===== config.mk =====
export PLATFORM = sky130hd
export DESIGN_NAME = div_unit
export DESIGN_NICKNAME = d
export VERILOG_FILES = /design/src/rtl/defines.sv /design/src/rtl/div_restoring_step.sv /design/src/rtl/div_unit.sv
export SDC_FILE = /design/constraint.sdc
export NUM_CORES = 1
export LEC_CHECK = 0
export ABC_CLOCK_PERIOD_IN_PS = 8500
export BUFFER_PORTS_ARGS = -buffer_cell sky130_fd_sc_hd__clkbuf_2
export CORE_ASPECT_RATIO = 0.75
export CORE_UTILIZATION = 45
export CTS_CLUSTER_DIAMETER = 30
export CTS_CLUSTER_SIZE = 14
export DETAILED_ROUTE_END_ITERATION = 12
export SETUP_SLACK_MARGIN = 0.4
export SLEW_MARGIN = 20
export SYNTH_ARGS = -nofsm -noshare
export SYNTH_HDL_FRONTEND = slang
export SYNTH_SLANG_ARGS = --single-unit

===== constraint.sdc =====
create_clock -name clk -period 8.5 [get_ports clk]
set_input_delay 2.55 -clock clk [delete_from_list [all_inputs] [get_ports clk]]
set_output_delay 2.55 -clock clk [all_outputs]
set_load 0.02 [all_outputs]

===== src/rtl/defines.sv =====
// Shared types and constants for the iterative divider and the issue-stage interface.
package defines;

  localparam int REG_WIDTH      = 5;
  localparam int DIV_ITERATIONS = 32;

  typedef enum logic [1:0] {
    DIV_OP_DIV  = 2'b00,
    DIV_OP_DIVU = 2'b01,
    DIV_OP_REM  = 2'b10,
    DIV_OP_REMU = 2'b11
  } div_control_t;

  typedef struct packed {
    div_control_t         div_control;
    logic [REG_WIDTH-1:0] rd;
    logic [31:0]          rs1;
    logic [31:0]          rs2;
  } ix_div_inf_t;

  typedef enum logic [1:0] {
    DIV_IDLE,
    DIV_DIVIDE,
    DIV_FIXUP,
    DIV_DONE
  } div_state_t;

endpackage


===== src/rtl/div_restoring_step.sv =====
// One combinational restoring-division iteration: shift in the next dividend bit and
// conditionally subtract the divisor.
module div_restoring_step #(
  parameter int XLEN = 32
) (
  input  logic [XLEN-1:0] rem_in,
  input  logic            dividend_msb,
  input  logic [XLEN-1:0] divisor,
  output logic [XLEN-1:0] rem_out,
  output logic            q_bit
);

  logic [XLEN+1:0] trial;

  // The extra top bit keeps the borrow visible even when rem_in has its MSB set.
  assign trial   = {1'b0, rem_in, dividend_msb} - {2'b00, divisor};
  assign q_bit   = ~trial[XLEN+1];
  assign rem_out = q_bit ? trial[XLEN-1:0] : {rem_in[XLEN-2:0], dividend_msb};

endmodule


===== src/rtl/div_unit.sv =====
// Iterative radix-2 RV32M divider (DIV/DIVU/REM/REMU) with flush and write-back handshake.
// Optional feature: define DIV_EARLY_OUT_EN to skip the iteration loop for trivial operands.
module div_unit
  import defines::*;
#(
  parameter int XLEN           = 32,
  parameter int ITER_PER_CYCLE = 1
) (
  input  logic                 clk,
  input  logic                 rst,
  input  logic                 ix_div_valid,
  input  ix_div_inf_t          ix_div_inf,
  input  logic                 wb_do_branch,
  output logic                 div_wb_valid,
  output logic [REG_WIDTH-1:0] div_wb_rd,
  output logic [XLEN-1:0]      div_wb_result,
  input  logic                 wb_div_ready,
  output logic                 div_ix_done
);

  localparam int CNT_W = $clog2(DIV_ITERATIONS);

  generate
    if (ITER_PER_CYCLE != 1) begin : g_iter_check
      $error("div_unit: only ITER_PER_CYCLE=1 is supported");
    end
  endgenerate

  div_state_t           state_q, state_d;
  logic [REG_WIDTH-1:0] rd_q, rd_d;
  logic                 rem_sel_q, rem_sel_d;
  logic [XLEN-1:0]      dividend_q, dividend_d;
  logic [XLEN-1:0]      divisor_q, divisor_d;
  logic [XLEN-1:0]      rem_q, rem_d;
  logic [XLEN-1:0]      quo_q, quo_d;
  logic [CNT_W-1:0]     cnt_q, cnt_d;
  logic                 q_neg_q, q_neg_d;
  logic                 r_neg_q, r_neg_d;
  logic                 wb_valid_q, wb_valid_d;
  logic [REG_WIDTH-1:0] wb_rd_q, wb_rd_d;
  logic [XLEN-1:0]      wb_result_q, wb_result_d;
  logic                 ix_done_q, ix_done_d;

  logic            is_signed, accept, div_by_zero, flush, early_out;
  logic [XLEN-1:0] abs_a, abs_b, step_rem;
  logic            step_q;

  assign is_signed   = ~ix_div_inf.div_control[0];
  assign abs_a       = (is_signed & ix_div_inf.rs1[31]) ? -ix_div_inf.rs1 : ix_div_inf.rs1;
  assign abs_b       = (is_signed & ix_div_inf.rs2[31]) ? -ix_div_inf.rs2 : ix_div_inf.rs2;
  assign div_by_zero = (ix_div_inf.rs2 == '0);
  assign accept      = ix_div_valid & ~wb_do_branch & (state_q == DIV_IDLE);
  assign flush       = wb_do_branch & (state_q != DIV_IDLE);

`ifdef DIV_EARLY_OUT_EN
  logic [XLEN-1:0] early_quo, early_rem;

  // Priority mirrors what the full loop would produce for each trivial case.
  always_comb begin
    early_out = 1'b1;
    early_quo = '0;
    early_rem = abs_a;
    if (div_by_zero) begin
      early_quo = '1;
    end else if (abs_b == XLEN'(1)) begin
      early_quo = abs_a;
      early_rem = '0;
    end else if (abs_a < abs_b) begin
      early_quo = '0;
    end else begin
      early_out = 1'b0;
    end
  end
`else
  assign early_out = 1'b0;
`endif

  div_restoring_step #(.XLEN(XLEN)) u_step (
    .rem_in       (rem_q),
    .dividend_msb (dividend_q[XLEN-1]),
    .divisor      (divisor_q),
    .rem_out      (step_rem),
    .q_bit        (step_q)
  );

  always_ff @(posedge clk or posedge rst) begin
    if (rst) begin
      state_q     <= DIV_IDLE;
      rd_q        <= '0;
      rem_sel_q   <= 1'b0;
      dividend_q  <= '0;
      divisor_q   <= '0;
      rem_q       <= '0;
      quo_q       <= '0;
      cnt_q       <= '0;
      q_neg_q     <= 1'b0;
      r_neg_q     <= 1'b0;
      wb_valid_q  <= 1'b0;
      wb_rd_q     <= '0;
      wb_result_q <= '0;
      ix_done_q   <= 1'b0;
    end else begin
      state_q     <= state_d;
      rd_q        <= rd_d;
      rem_sel_q   <= rem_sel_d;
      dividend_q  <= dividend_d;
      divisor_q   <= divisor_d;
      rem_q       <= rem_d;
      quo_q       <= quo_d;
      cnt_q       <= cnt_d;
      q_neg_q     <= q_neg_d;
      r_neg_q     <= r_neg_d;
      wb_valid_q  <= wb_valid_d;
      wb_rd_q     <= wb_rd_d;
      wb_result_q <= wb_result_d;
      ix_done_q   <= ix_done_d;
    end
  end

  always_comb begin
    state_d = state_q;
    if (flush) begin
      state_d = DIV_IDLE;
    end else begin
      unique case (state_q)
        DIV_IDLE:   if (accept) state_d = early_out ? DIV_FIXUP : DIV_DIVIDE;
        DIV_DIVIDE: if (cnt_q == '0) state_d = DIV_FIXUP;
        DIV_FIXUP:  state_d = DIV_DONE;
        DIV_DONE:   if (wb_div_ready) state_d = DIV_IDLE;
        default:    state_d = DIV_IDLE;
      endcase
    end
  end

  always_comb begin
    rd_d        = rd_q;
    rem_sel_d   = rem_sel_q;
    dividend_d  = dividend_q;
    divisor_d   = divisor_q;
    rem_d       = rem_q;
    quo_d       = quo_q;
    cnt_d       = cnt_q;
    q_neg_d     = q_neg_q;
    r_neg_d     = r_neg_q;
    wb_valid_d  = wb_valid_q;
    wb_rd_d     = wb_rd_q;
    wb_result_d = wb_result_q;
    ix_done_d   = 1'b0;
    unique case (state_q)
      DIV_IDLE: begin
        if (accept) begin
          rd_d       = ix_div_inf.rd;
          rem_sel_d  = ix_div_inf.div_control[1];
          dividend_d = abs_a;
          divisor_d  = abs_b;
          // Quotient stays all-ones on divide by zero; remainder sign restores rs1.
          q_neg_d    = is_signed & (ix_div_inf.rs1[31] ^ ix_div_inf.rs2[31]) & ~div_by_zero;
          r_neg_d    = is_signed & ix_div_inf.rs1[31];
          rem_d      = '0;
          quo_d      = '0;
          cnt_d      = CNT_W'(DIV_ITERATIONS - 1);
`ifdef DIV_EARLY_OUT_EN
          if (early_out) begin
            quo_d = early_quo;
            rem_d = early_rem;
          end
`endif
        end
      end
      DIV_DIVIDE: begin
        rem_d      = step_rem;
        quo_d      = {quo_q[XLEN-2:0], step_q};
        dividend_d = dividend_q << 1;
        cnt_d      = cnt_q - CNT_W'(1);
      end
      DIV_FIXUP: begin
        if (rem_sel_q) wb_result_d = r_neg_q ? -rem_q : rem_q;
        else           wb_result_d = q_neg_q ? -quo_q : quo_q;
        wb_rd_d    = rd_q;
        wb_valid_d = 1'b1;
      end
      DIV_DONE: begin
        if (wb_div_ready) begin
          wb_valid_d = 1'b0;
          ix_done_d  = 1'b1;
        end
      end
      default: ;
    endcase
    if (flush) begin
      wb_valid_d = 1'b0;
      ix_done_d  = 1'b0;
    end
  end

  assign div_wb_valid  = wb_valid_q;
  assign div_wb_rd     = wb_rd_q;
  assign div_wb_result = wb_result_q;
  assign div_ix_done   = ix_done_q;

`ifndef SYNTHESIS
  a_no_issue_when_busy: assert property (@(posedge clk) disable iff (rst)
    !(ix_div_valid && state_q != DIV_IDLE));
`endif

endmodule


==> impl_metrics.ini <==
[placed_design]
io_buffer_count = 114
gp_congestion = 0.8803
dpl.cell_count = 1704
place_ws_ns = 3.186
place_hpwl_mm = 20.20

[floorplan]
core-area_um2 = 25210
dieArea_um2 = 26600
rows = 50
ioPinCount = 115
dieWidth_um = 188
start_util = 0.4631
dieHeight_um = 141.5

[drt]
vias = 9588
wire_per_inst_um = 16.21
drc = 0
dr.pass1.iters = 5
ant_nets = 0
drt_wl_total_mm = 28.14
drtIter0Drc = 692
viasPerCell = 5.523

[timing]
setup_tns_ns = 0
drv_slew = 0
period_minus_slack_ns = 4.937
hold_viol = 0
finalSetupViolCount = 0
fin_worst_skew_ns = 0.01337
maxSlewHeadroom = 0.2826
rsz0062_at_grt = no
period_share = 0.5808
setup_slack_ns = 3.563
fmax_mhz = 202.5
worst_slew_pin_slew_ns = 1.076

[synthesis]
syn_inst = 1312
ys_seq_elements = 182
asyncSetResetFlopFracSynth = 1.000
synth_top_cell_area_share = 0.3901
avgSynthCellArea_um2 = 8.900
synth_nets = 1431
ys_warn_count = 0
synth_area_leaders = dfrtp_1 (39%), xor2_1 (5.7%), o21ai_0 (5.3%), xnor2_1 (5.3%), nand2_1 (4.8%)
ys_types = 68
synth_top_area_cell = dfrtp_1
seq_area_frac_synth = 0.3901
synth_edf_count = 0
synth_top_cells_by_count = dfrtp_1 (182), nand2_1 (150), o21ai_0 (124)
synth_flop_cell = dfrtp_1
syn-cell-area_um2 = 11680
synthMostInstantiatedCell = dfrtp_1

[pwr]
sw_frac_of_total = 0.4652
p_switching_w = 0.002501
pwr-share-comb = 0.562
clkPwrFrac = 0.154
powerDensity_nw_per_um2 = 409.7
p_leak_nw = 5.948
internal_power_w = 0.002876
seqPwrFrac = 0.284
ir_drop_v = 0.0001862

[grt]
first_global_vias = 8783
grt_max_degree = 116
busiest_layer = met1
use_met2 = 0.2818
grt.total_usage = 0.2178
grt.overflow.total = 0
grtUsageMet1 = 0.3623
grt_pass1_wl_mm = 46.41
antenna_found_initial = 0
grt_use_met3 = 0.04180

[job]
cap_violations = 0

[hold_path]
hold_end = divisor_q[16]
min_from = divisor_q[16]
hp-class = flip-flop to flip-flop
holdPathStages = 2

[clocking]
cts_root_buf = clkbuf_16
post_cts_buffers = 0
cts_tree = yes
ctsLongestPathBuffers = 2
clk_latency_ns = 0.45
cts.sinks = 182
h-tree-depth = 4
cts_hold_buf = 0
cts_inserted_buffers = 17
clkSlewWorstSetupHoldPaths_ns = 0.08
cts-resized-gates = 0

[critical_path]
r2r_start = dividend_q[31]
ff2ff_setup_slack_ns = 4.58
endpoint_kind = flip-flop
crit_required_ns = 8.88
worstRegToRegCells = 13
setup.worst_path.start_class = input pin
crit_type = input pin to flip-flop
cp.arrival_ns = 5.31
cp_max_fo = 5
rr_endpoint = rem_q[30]

[status]
status = complete, no violations

[finish]
finalNonFillerCells = 1736
nets = 1504
finalCoreUtilization = 0.5206
syn_to_final_growth_pct = 12.41
final_layout_size_suffix_gt1_frac = 0.1359
antenna_cells = 0
## worst max-delay path by stage
stage	from	slack (ns)	endpoint
finish	ix_div_inf[44]	3.56	dividend_q[31]
CTS	ix_div_inf[44]	3.66	dividend_q[31]
global placement	ix_div_inf[44]	3.24	dividend_q[31]
detailed placement	ix_div_inf[44]	3.19	dividend_q[31]
floorplan	rst	1.01	cnt_q[0]
global route	ix_div_inf[44]	3.41	dividend_q[31]
## worst max-delay path, stage by stage
cell,delay (ns)
clkbuf_2,0.10
or4_1,0.58
nor4_1,0.38
nand2b_1,0.18
or4_1,0.47
nor4_2,0.45
a31oi_1,0.17
nor3b_1,0.23
a211oi_1,0.07
a21oi_1,0.13
## registers in the layout (all words and copies together), names as in the netlist
| signal | cells |
|---|---|
| div_wb_result | 32 |
| dividend_q | 32 |
| divisor_q | 32 |
| quo_q | 32 |
| rem_q | 32 |
| cnt_q | 5 |
| div_wb_rd | 5 |
| rd_q | 5 |
| state_q | 2 |
| div_ix_done | 1 |
| div_wb_valid | 1 |
| q_neg_q | 1 |
| r_neg_q | 1 |
| rem_sel_q | 1 |
## metrics by stage
stage	power (W)	hold WS (ns)	cell area, µm²
floorplan	0.003787	0.4498	11680
global placement	0.004490	0.4618	12510
detailed placement	0.004533	0.4699	12510
CTS	0.005387	0.4856	13120
global route	0.005840	0.5050	13130
finish	0.005377	0.4773	13130
## routing by layer
layer  part of all wire  vias to the layer above
li1                   -                     4852
met1               0.56                     4468
met2               0.38                      254
met3              0.057                       14
met4             0.0085                        0
met5                  0                        -
## cells by family (layout without fill, tap and decap cells)
logic type | Yosys count | in the layout | synth area share
mux | 48 | 48 | 0.04361
xor+xnor | 146 | 146 | 0.1095
simple gates | 330 | 330 | 0.1358
flops | 182 | 182 | 0.3901
compound gates | 417 | 417 | 0.2270
buf+inv | 146 | 232 | 0.04736
fa+ha+maj | 43 | 43 | 0.04672
## layout by cell type (no fill, tap or decap), types with 12 or more instances in the layout
master and instances:
dfrtp_1 182, nand2_1 150, o21ai_0 124, clkbuf_2 114, a21oi_1 85, inv_1 76
xor2_1 76, xnor2_1 70, nor2_1 64, ha_1 41, o31ai_1 36, a22o_1 30
mux2i_1 28, o21ai_1 27, nand2b_1 24, mux2_2 19, o41ai_1 17, clkbuf_16 17
or4_1 16, nor3_1 14, o211ai_1 14, a21o_1 12, o221ai_1 12
## power groups by stage
stage / clock network (W) / logic [W] / registers (W)
after floorplan: 0 / 0.00228 / 0.00151
final: 0.000829 / 0.00302 / 0.00153
after CTS: 0.000848 / 0.00301 / 0.00153
after global placement: 0 / 0.00296 / 0.00153
after global routing: 0.000883 / 0.00338 / 0.00158
after detailed placement: 0 / 0.00299 / 0.00154
## cell type report
cell class,instances,area (µm²)
Multi-Input combinational cell,984,6605
Fill cell,2396,12090
Sequential cell,182,4554
Inverter,77,296.5
Timing Repair Buffer,123,638.1
Tap cell,338,422.9
Clock buffer,18,439.2
Clock inverter,14,168.9
Power figures use the tool's default switching activity.
